`src/rtl/mc_core_v2.sv`:
```
// mc_core_v2: five-step multi-cycle Nios-II-subset core with per-access memory acknowledge.
// Steps: T1 fetch, T2 decode/register read, T3 execute, T4 memory, T5 writeback.
// Only T1 and T4 wait for iMemAck; all other steps advance every cycle.
// Optional feature macro: MC_CORE_V2_CALLRET_EN enables call (op 00) and ret (R-type OPX 05);
// when undefined both encodings are flagged illegal.
module mc_core_v2 #(
    parameter logic [31:0] RESET_PC = 32'h0000_0000,
    parameter int unsigned NREGS    = 32
) (
    input  logic        iClk,
    input  logic        nRst,
    output logic [31:0] oMemAddr,
    output logic [31:0] oMemWData,
    input  logic [31:0] iMemRData,
    output logic        oMemRead,
    output logic        oMemWrite,
    input  logic        iMemAck,
    output logic [4:0]  oStep,
    output logic        oIllegal,
    output logic        oRetire
);
    localparam int unsigned RW = $clog2(NREGS);

    typedef enum logic [4:0] {
        T1 = 5'b00001,
        T2 = 5'b00010,
        T3 = 5'b00100,
        T4 = 5'b01000,
        T5 = 5'b10000
    } step_t;

    step_t          step;
    logic [31:0]    pc, ir, ra, rb, rm, rz, ry;
    logic [31:0]    regs [NREGS];

    logic [31:0]    simm, zimm, alu;
    logic [RW-1:0]  src1, src2, wr_idx;
    logic           is_ldw, is_stw, is_call, is_ret, ill, wr_en, br_taken;

    assign src1  = ir[27 +: RW];
    assign src2  = ir[22 +: RW];
    assign simm  = {{16{ir[21]}}, ir[21:6]};
    assign zimm  = {16'h0000, ir[21:6]};
    assign oStep     = step;
    assign oMemWData = rm;

    // Instruction decode, ALU and branch condition from IR and the latched operands
    always_comb begin
        alu      = 32'h0;
        is_ldw   = 1'b0;
        is_stw   = 1'b0;
        is_call  = 1'b0;
        is_ret   = 1'b0;
        ill      = 1'b0;
        wr_en    = 1'b0;
        br_taken = 1'b0;
        wr_idx   = ir[22 +: RW];
        case (ir[5:0])
            6'h04: begin alu = ra + simm; wr_en = 1'b1; end
            6'h0C: begin alu = ra & zimm; wr_en = 1'b1; end
            6'h14: begin alu = ra | zimm; wr_en = 1'b1; end
            6'h17: begin alu = ra + simm; wr_en = 1'b1; is_ldw = 1'b1; end
            6'h15: begin alu = ra + simm; is_stw = 1'b1; end
            6'h06: br_taken = 1'b1;
            6'h26: br_taken = (ra == rb);
            6'h1E: br_taken = (ra != rb);
            6'h16: br_taken = ($signed(ra) < $signed(rb));
            6'h3A: begin
                wr_idx = ir[17 +: RW];
                wr_en  = 1'b1;
                case (ir[16:11])
                    6'h31: alu = ra + rb;
                    6'h39: alu = ra - rb;
                    6'h0E: alu = ra & rb;
                    6'h16: alu = ra | rb;
                    6'h10: alu = {31'h0, ($signed(ra) < $signed(rb))};
`ifdef MC_CORE_V2_CALLRET_EN
                    6'h05: begin is_ret = 1'b1; wr_en = 1'b0; end
`endif
                    default: begin ill = 1'b1; wr_en = 1'b0; end
                endcase
            end
`ifdef MC_CORE_V2_CALLRET_EN
            6'h00: is_call = 1'b1;
`endif
            default: ill = 1'b1;
        endcase
    end

    // Step sequencer, datapath registers, register file and registered bus outputs
    always_ff @(posedge iClk or negedge nRst) begin
        if (!nRst) begin
            step      <= T1;
            pc        <= RESET_PC;
            ir        <= 32'h0;
            ra        <= 32'h0;
            rb        <= 32'h0;
            rm        <= 32'h0;
            rz        <= 32'h0;
            ry        <= 32'h0;
            for (int i = 0; i < int'(NREGS); i++) regs[i] <= 32'h0;
            oMemAddr  <= RESET_PC;
            oMemRead  <= 1'b1;
            oMemWrite <= 1'b0;
            oIllegal  <= 1'b0;
            oRetire   <= 1'b0;
        end else begin
            oIllegal <= 1'b0;
            oRetire  <= 1'b0;
            case (step)
                T1: begin
                    if (iMemAck) begin
                        ir       <= iMemRData;
                        pc       <= pc + 32'd4;
                        oMemRead <= 1'b0;
                        step     <= T2;
                    end
                end
                T2: begin
                    ra       <= regs[src1];
                    rb       <= regs[src2];
                    oIllegal <= ill;
                    step     <= T3;
                end
                T3: begin
                    rz <= alu;
                    rm <= rb;
                    if (br_taken) begin
                        pc <= pc + simm;
                    end else if (is_call) begin
                        regs[RW'(31)] <= pc;
                        pc <= {pc[31:28], ir[31:6], 2'b00};
                    end else if (is_ret) begin
                        pc <= regs[RW'(31)];
                    end
                    oMemAddr  <= alu;
                    oMemRead  <= is_ldw;
                    oMemWrite <= is_stw;
                    step      <= T4;
                end
                T4: begin
                    if (!(oMemRead || oMemWrite)) begin
                        ry      <= rz;
                        oRetire <= 1'b1;
                        step    <= T5;
                    end else if (iMemAck) begin
                        ry        <= oMemRead ? iMemRData : rz;
                        oMemRead  <= 1'b0;
                        oMemWrite <= 1'b0;
                        oRetire   <= 1'b1;
                        step      <= T5;
                    end
                end
                T5: begin
                    if (wr_en && (wr_idx != '0)) regs[wr_idx] <= ry;
                    oMemAddr <= pc;
                    oMemRead <= 1'b1;
                    step     <= T1;
                end
                default: step <= T1;
            endcase
        end
    end
endmodule

```
`config.mk`:
```
export PLATFORM = sky130hd
export DESIGN_NAME = mc_core_v2
export DESIGN_NICKNAME = d
export VERILOG_FILES = /design/src/rtl/mc_core_v2.sv
export SDC_FILE = /design/constraint.sdc
export NUM_CORES = 2
export LEC_CHECK = 0
export ABC_AREA = 0
export BUFFER_PORTS_ARGS = -buffer_cell sky130_fd_sc_hd__buf_2
export CAP_MARGIN = 20
export CORE_MARGIN = 10
export CORE_UTILIZATION = 47
export CTS_CLUSTER_SIZE = 10
export DETAILED_ROUTE_END_ITERATION = 8
export PLACE_DENSITY = 0.66
export SETUP_SLACK_MARGIN = 0.05
export SLEW_MARGIN = 15
export SYNTH_ARGS = -nofsm -noshare
export SYNTH_HDL_FRONTEND = slang
export SYNTH_SLANG_ARGS = --single-unit
```
`constraint.sdc`:
```
create_clock -name iClk -period 11.8 [get_ports iClk]
set_clock_uncertainty 0.15 [all_clocks]
set_input_delay 1.18 -clock iClk [delete_from_list [all_inputs] [get_ports iClk]]
set_output_delay 1.18 -clock iClk [all_outputs]
set_load 0.02 [all_outputs]
```
# == Word level (Yosys, flattened, before mapping) ==
# Index checks and enable logic that the tools add are counted.
# op_classes
n_mux,40
add_sub_neg,5
n_bitwise,7
order_cmp,5
n_reduce_logical,19
n_eq_ne,28
# ops
operator,count
bitwise mux 1024 bit,1
binary-select mux 32 bit (select 5 bit),2
two-way mux 32 bit,10
demux 32 bit (select 5 bit),1
case mux 32 bit (5 select lines),1
case mux 32 bit (2 select lines),2
case mux 32 bit (4 select lines),1
adder 32 bit,3
== test 6 x 5 -> 1 bit (second input constant),7
adder 32 x 3 -> 32 bit (second input constant),1
bitwise AND 32 x 16 -> 32 bit,1
bitwise AND 32 bit,1
== test 32 bit,1
< comparator 32 bit,1
inequality test 32 bit,1
bitwise OR 32 x 16 -> 32 bit,1
bitwise OR 32 bit,1
subtractor 32 bit,1
== test 6 bit (second input constant),4
two-way mux 5 bit,4
case mux 5 bit (4 select lines),1
greater-or-equal comparator 6 bit (second input constant),3
NOT 5 -> 6 bit,3
== test 6 x 3 -> 1 bit (second input constant),2
other kinds (23),50
# word_totals
inputBits,35
wordCells,149
ff_bits,1289

# == Depth between registers and ports, before layout ==
# logic_depth
depth_word,8
depth_mapped,15
mapped_depth_nobuf,13

# == Least setup slack after synthesis ==
# No wires, ideal clock.
# synth_timing
kind,flip-flop to flip-flop
start,reg ir[21]
end,reg oMemAddr[31]
slack_ns,7.698
setup_time_ns,0.131
arrival_time_ns,3.820
synth_period_minus_slack_ns,4.102
n_path_buf,1
stages_incl_launch_ff,14
cell_sequence,dfrtp_1 -> clkbuf_1 -> clkinv_1 -> ha_1 -> and3_1 -> and2_1 -> a41oi_1 -> o311ai_1 -> and2_1 -> a22oi_1 -> nor2_1 -> a211o_1 -> a222oi_1 -> nand2_1
# synth_via
elab_chain_len,3
# synth_lines
item,line,text
"start, declared",33,"logic [31:0] pc, ir, ra, rb, rm, rz, ry;"
"start signal, assigned",113,ir <= iMemRData;
adder 32 bit,"59, 62, 63",
case mux 32 bit (4 select lines),58,case (ir[5:0])
case mux 32 bit (2 select lines),110,case (step)
"end signal, assigned",136,oMemAddr <= alu;
"end signal, assigned",156,oMemAddr <= pc;
"end, declared",12,"output logic [31:0] oMemAddr,"
# Every way passes these cells.
# A chain may end at the register's enable or synchronous reset.

# == Worst setup path in the final report ==
# layout_timing
start,reg ir[23]
end,reg regs[917] (netlist bit)
# layout_via
elab_chain_len,7
# layout_lines
item,line,text
two-way mux 5 bit (*),58,
NOT 5 -> 6 bit (implied by the code),155,if (wr_en && (wr_idx != '0)) regs[wr_idx] <= ry;
greater-or-equal comparator 6 bit (implied by the code) or < comparator 6 x 1 -> 1 bit (tied branches),155,
logical AND 1 bit (implied by the code),155,
two-way mux 32 bit (implied by the code),155,
demux 32 bit (select 5 bit),155,
bitwise mux 1024 bit,155,
"end signal, assigned by index",131,regs[RW'(31)] <= pc;
"end signal, assigned by index",155,
"end, declared",34,logic [31:0] regs [NREGS];
# Every way passes the cells marked *; elsewhere a longest branch is shown, timed or not.

==> qor.yml <==
start_kind: "register"
synth_nets: 5731
rsz0062_at_grt: "false"
synth_cells: 5513
clk_path_buf_depth: 3
power_frac_comb_pct: 28.2
maxSlewHeadroom_pct: 14.12
timing.fmax_mhz: 180.4
cts_tree: "built"
yosysTopAreaCell: "dfrtp_1"
worst_pin_slew_ns: 1.288
drc: 0
design.core.area_um2: 154200
grt-ovfl-total: 0
endpoint_kind: "register"
cellPowerDensity_nw_per_um2: 164.3
drtIter0Drc: 4881
postCtsSetupRepairBufs: 0
pre_cts_ws_ns: 6.549
yosys_register_bits: 1289
drt_wl_total_mm: 230.0
dp_hpwl_mm: 139.6
die_h_um: 414.2
syn_to_final_growth_pct: 8.770
post-route-period-util_pct: 46.97
numCtsBuffers: 151
drv_cap: 0
first_pass_iters: 8
drv_slew: 0
antenna_found_initial: 6
vias: 49170
ys_async_sr_fraction_pct: 100.0
htreeDepth: 4
worstPathRequired_ns: 12.31
path_class: "reg2reg"
synth_warnings: 0
swShare_pct: 35.34
cts_resized: 0
drive_gt1_share_pct: 38.35
power.switching_w: 0.004611
clk_latency_ns: 0.80
initial_core_util_pct: 47.35
syn_avg_cell_area_um2: 13.25
root_buffer: "clkbuf_16"
leakage_nw: 35.63
clkPwrFrac_pct: 32.5
yosysTopAreaCellShare_pct: 44.10
synth_edf_count: 0
fin_total_pwr_w: 0.01305
netlist_area_um2: 73030
grt_pass1_wl_mm: 340.9
final_antenna_net_count: 0
cts.sinks: 1289
synth_cell_types: 87
pin_count: 108
setup_violations: 0
nets: 5574
holdBufCountCts: 0
grt_max_degree: 179
fin_tns_setup_ns: 0
p_int_w: 0.008436
ys_top_cells_by_area: "dfrtp_1 (44%), mux4_2 (20%), mux2_2 (15%), ha_1 (3.1%), nand2_1 (1.9%)"
grt_pass1_vias: 49610
io_buffers: 107
avgViaCountPerCell: 6.606
arrival_ns: 6.06
hold_class: "in2async"
path_clk_slew_ns: 0.06
power_frac_seq_pct: 39.4
finalCriticalPeriod_ns: 5.543
hold_viol_final: 0
dieArea_um2: 171500
gp_congestion: 0.9270
status: "completed"
die_w_um: 414.2
grt.total_usage_pct: 26.35
wire_per_inst_um: 30.90
yosys_most_used_dff: "dfrtp_1"
worst_hold_slack_ns: 0.2305
ir_drop_mv: 0.2168
setup_ws_ns: 6.257
crit_path_max_fanout: 144
rows: 144
yosysSeqAreaShare_pct: 44.17
worst max-delay path, cell delays in order (launching register included):
cell	delay, ns
dfrtp_4	0.96
buf_12	0.59
buf_4	0.94
nand3_1	0.19
o21a_1	0.30
nor2_4	0.71
buf_4	0.54
mux2_2	0.39
metal layers:
| layer | vias up | track usage, % | wire length, µm |
|---|---|---|---|
| li1 | 20460 | - | - |
| met3 | 495 | 5.574 | 18410 |
| met4 | 6 | 9.861 | 9137 |
| met1 | 26100 | 35.92 | 94440 |
| met5 | - | 0 | 46 |
| met2 | 2105 | 41.53 | 107900 |
logic make-up after synthesis:
group,after synthesis,synth area share [%]
AO/OA/AOI/OAI,808,6.961
XOR/XNOR,75,0.8995
adder cells (fa/ha/maj),183,3.176
buffers and inverters,651,3.547
flip-flops,1289,44.17
multiplexers,1746,36.61
AND/OR/NAND/NOR,761,4.636
registers in the layout, indices dropped and copies added (netlist names):
register   count
ir            32
oIllegal       1
oMemAddr      32
oMemRead       1
oMemWData     32
oMemWrite      1
oRetire        1
oStep          5
pc            32
ra            32
rb            32
regs        1024
ry            32
rz            32
metrics by stage:
step	cell area (µm²)	util, %	cells
after floorplan	73030	-	5513
after global placement	75170	48.74	7245
after detailed placement	75170	48.74	7245
after CTS	79390	51.47	7440
after global routing	79430	51.50	7442
final	79430	51.50	7443
path summary, 6_finish.rpt:
path	to	cells after the start	slack, ns	start
setup / recovery	regs[917]	7	6.26	ir[23]
hold / removal	rz[7]	1	0.23	nRst
setup reg to reg	regs[917]	7	6.26	ir[23]
hold reg to reg	regs[1007]	0	0.24	regs[1007]
max in group asynchronous	ir[25]	3	8.87	nRst
min in group iClk	regs[1007]	0	0.24	regs[1007]
power by group through the flow:
stage	Sequential, W	Clock [W]	Combinational, W
5_1_grt	0.00516	0.00447	0.00395
2_1_floorplan	0.00482	0	0.00281
3_3_place_gp	0.00520	0	0.00366
4_1_cts	0.00513	0.00430	0.00369
6_report	0.00514	0.00424	0.00367
3_5_place_dp	0.00521	0	0.00368
placed cells by master, fill, tap and decap left out, drive strengths merged, types with 145 or more instances in the layout:
cell,Yosys,routed
o21ai,281,281
mux4,640,640
nand2,378,378
dfrtp,1287,1287
nor2,155,155
mux2,999,999
clkbuf,336,182
a21oi,185,185
buf,173,199
inv,140,145
ha,179,179
layout make-up:
class,instances,area [µm²]
Sequential cell,1289,32290
Multi-Input combinational cell,3573,38450
Clock buffer,182,4049
Tap cell,2044,2557
Timing Repair Buffer,199,1381
Clock inverter,13,168.9
Fill cell,12990,74790
Antenna cell,1,2.502
Inverter,142,533.0
cell usage after synthesis, types with 5 or more instances:
library cell	instances
mux4_2	640
a41oi_1	7
o21a_1	13
a211o_1	5
a21oi_1	185
o211ai_1	17
a211oi_1	21
or4_1	5
nand3b_1	7
nor4_1	18
mux2i_1	107
a221oi_1	31
clkbuf_1	335
nor2_1	155
nor2b_1	21
o21ai_0	278
a22oi_1	21
and3_1	25
o31ai_1	21
nand2b_1	17
buf_1	79
mux2_1	12
o2111ai_1	5
a21o_1	49
a221o_1	21
nor3_1	39
xnor2_1	47
a31oi_1	28
dfrtp_1	1287
xor2_1	28
ha_1	179
mux2_2	987
inv_1	140
a311oi_1	9
or3_1	11
and2_1	10
nand4_1	17
nand3_1	41
o21bai_1	12
o22ai_1	21
buf_2	89
nand2_1	378
o221ai_1	14
(Power assumes the default switching activity.)
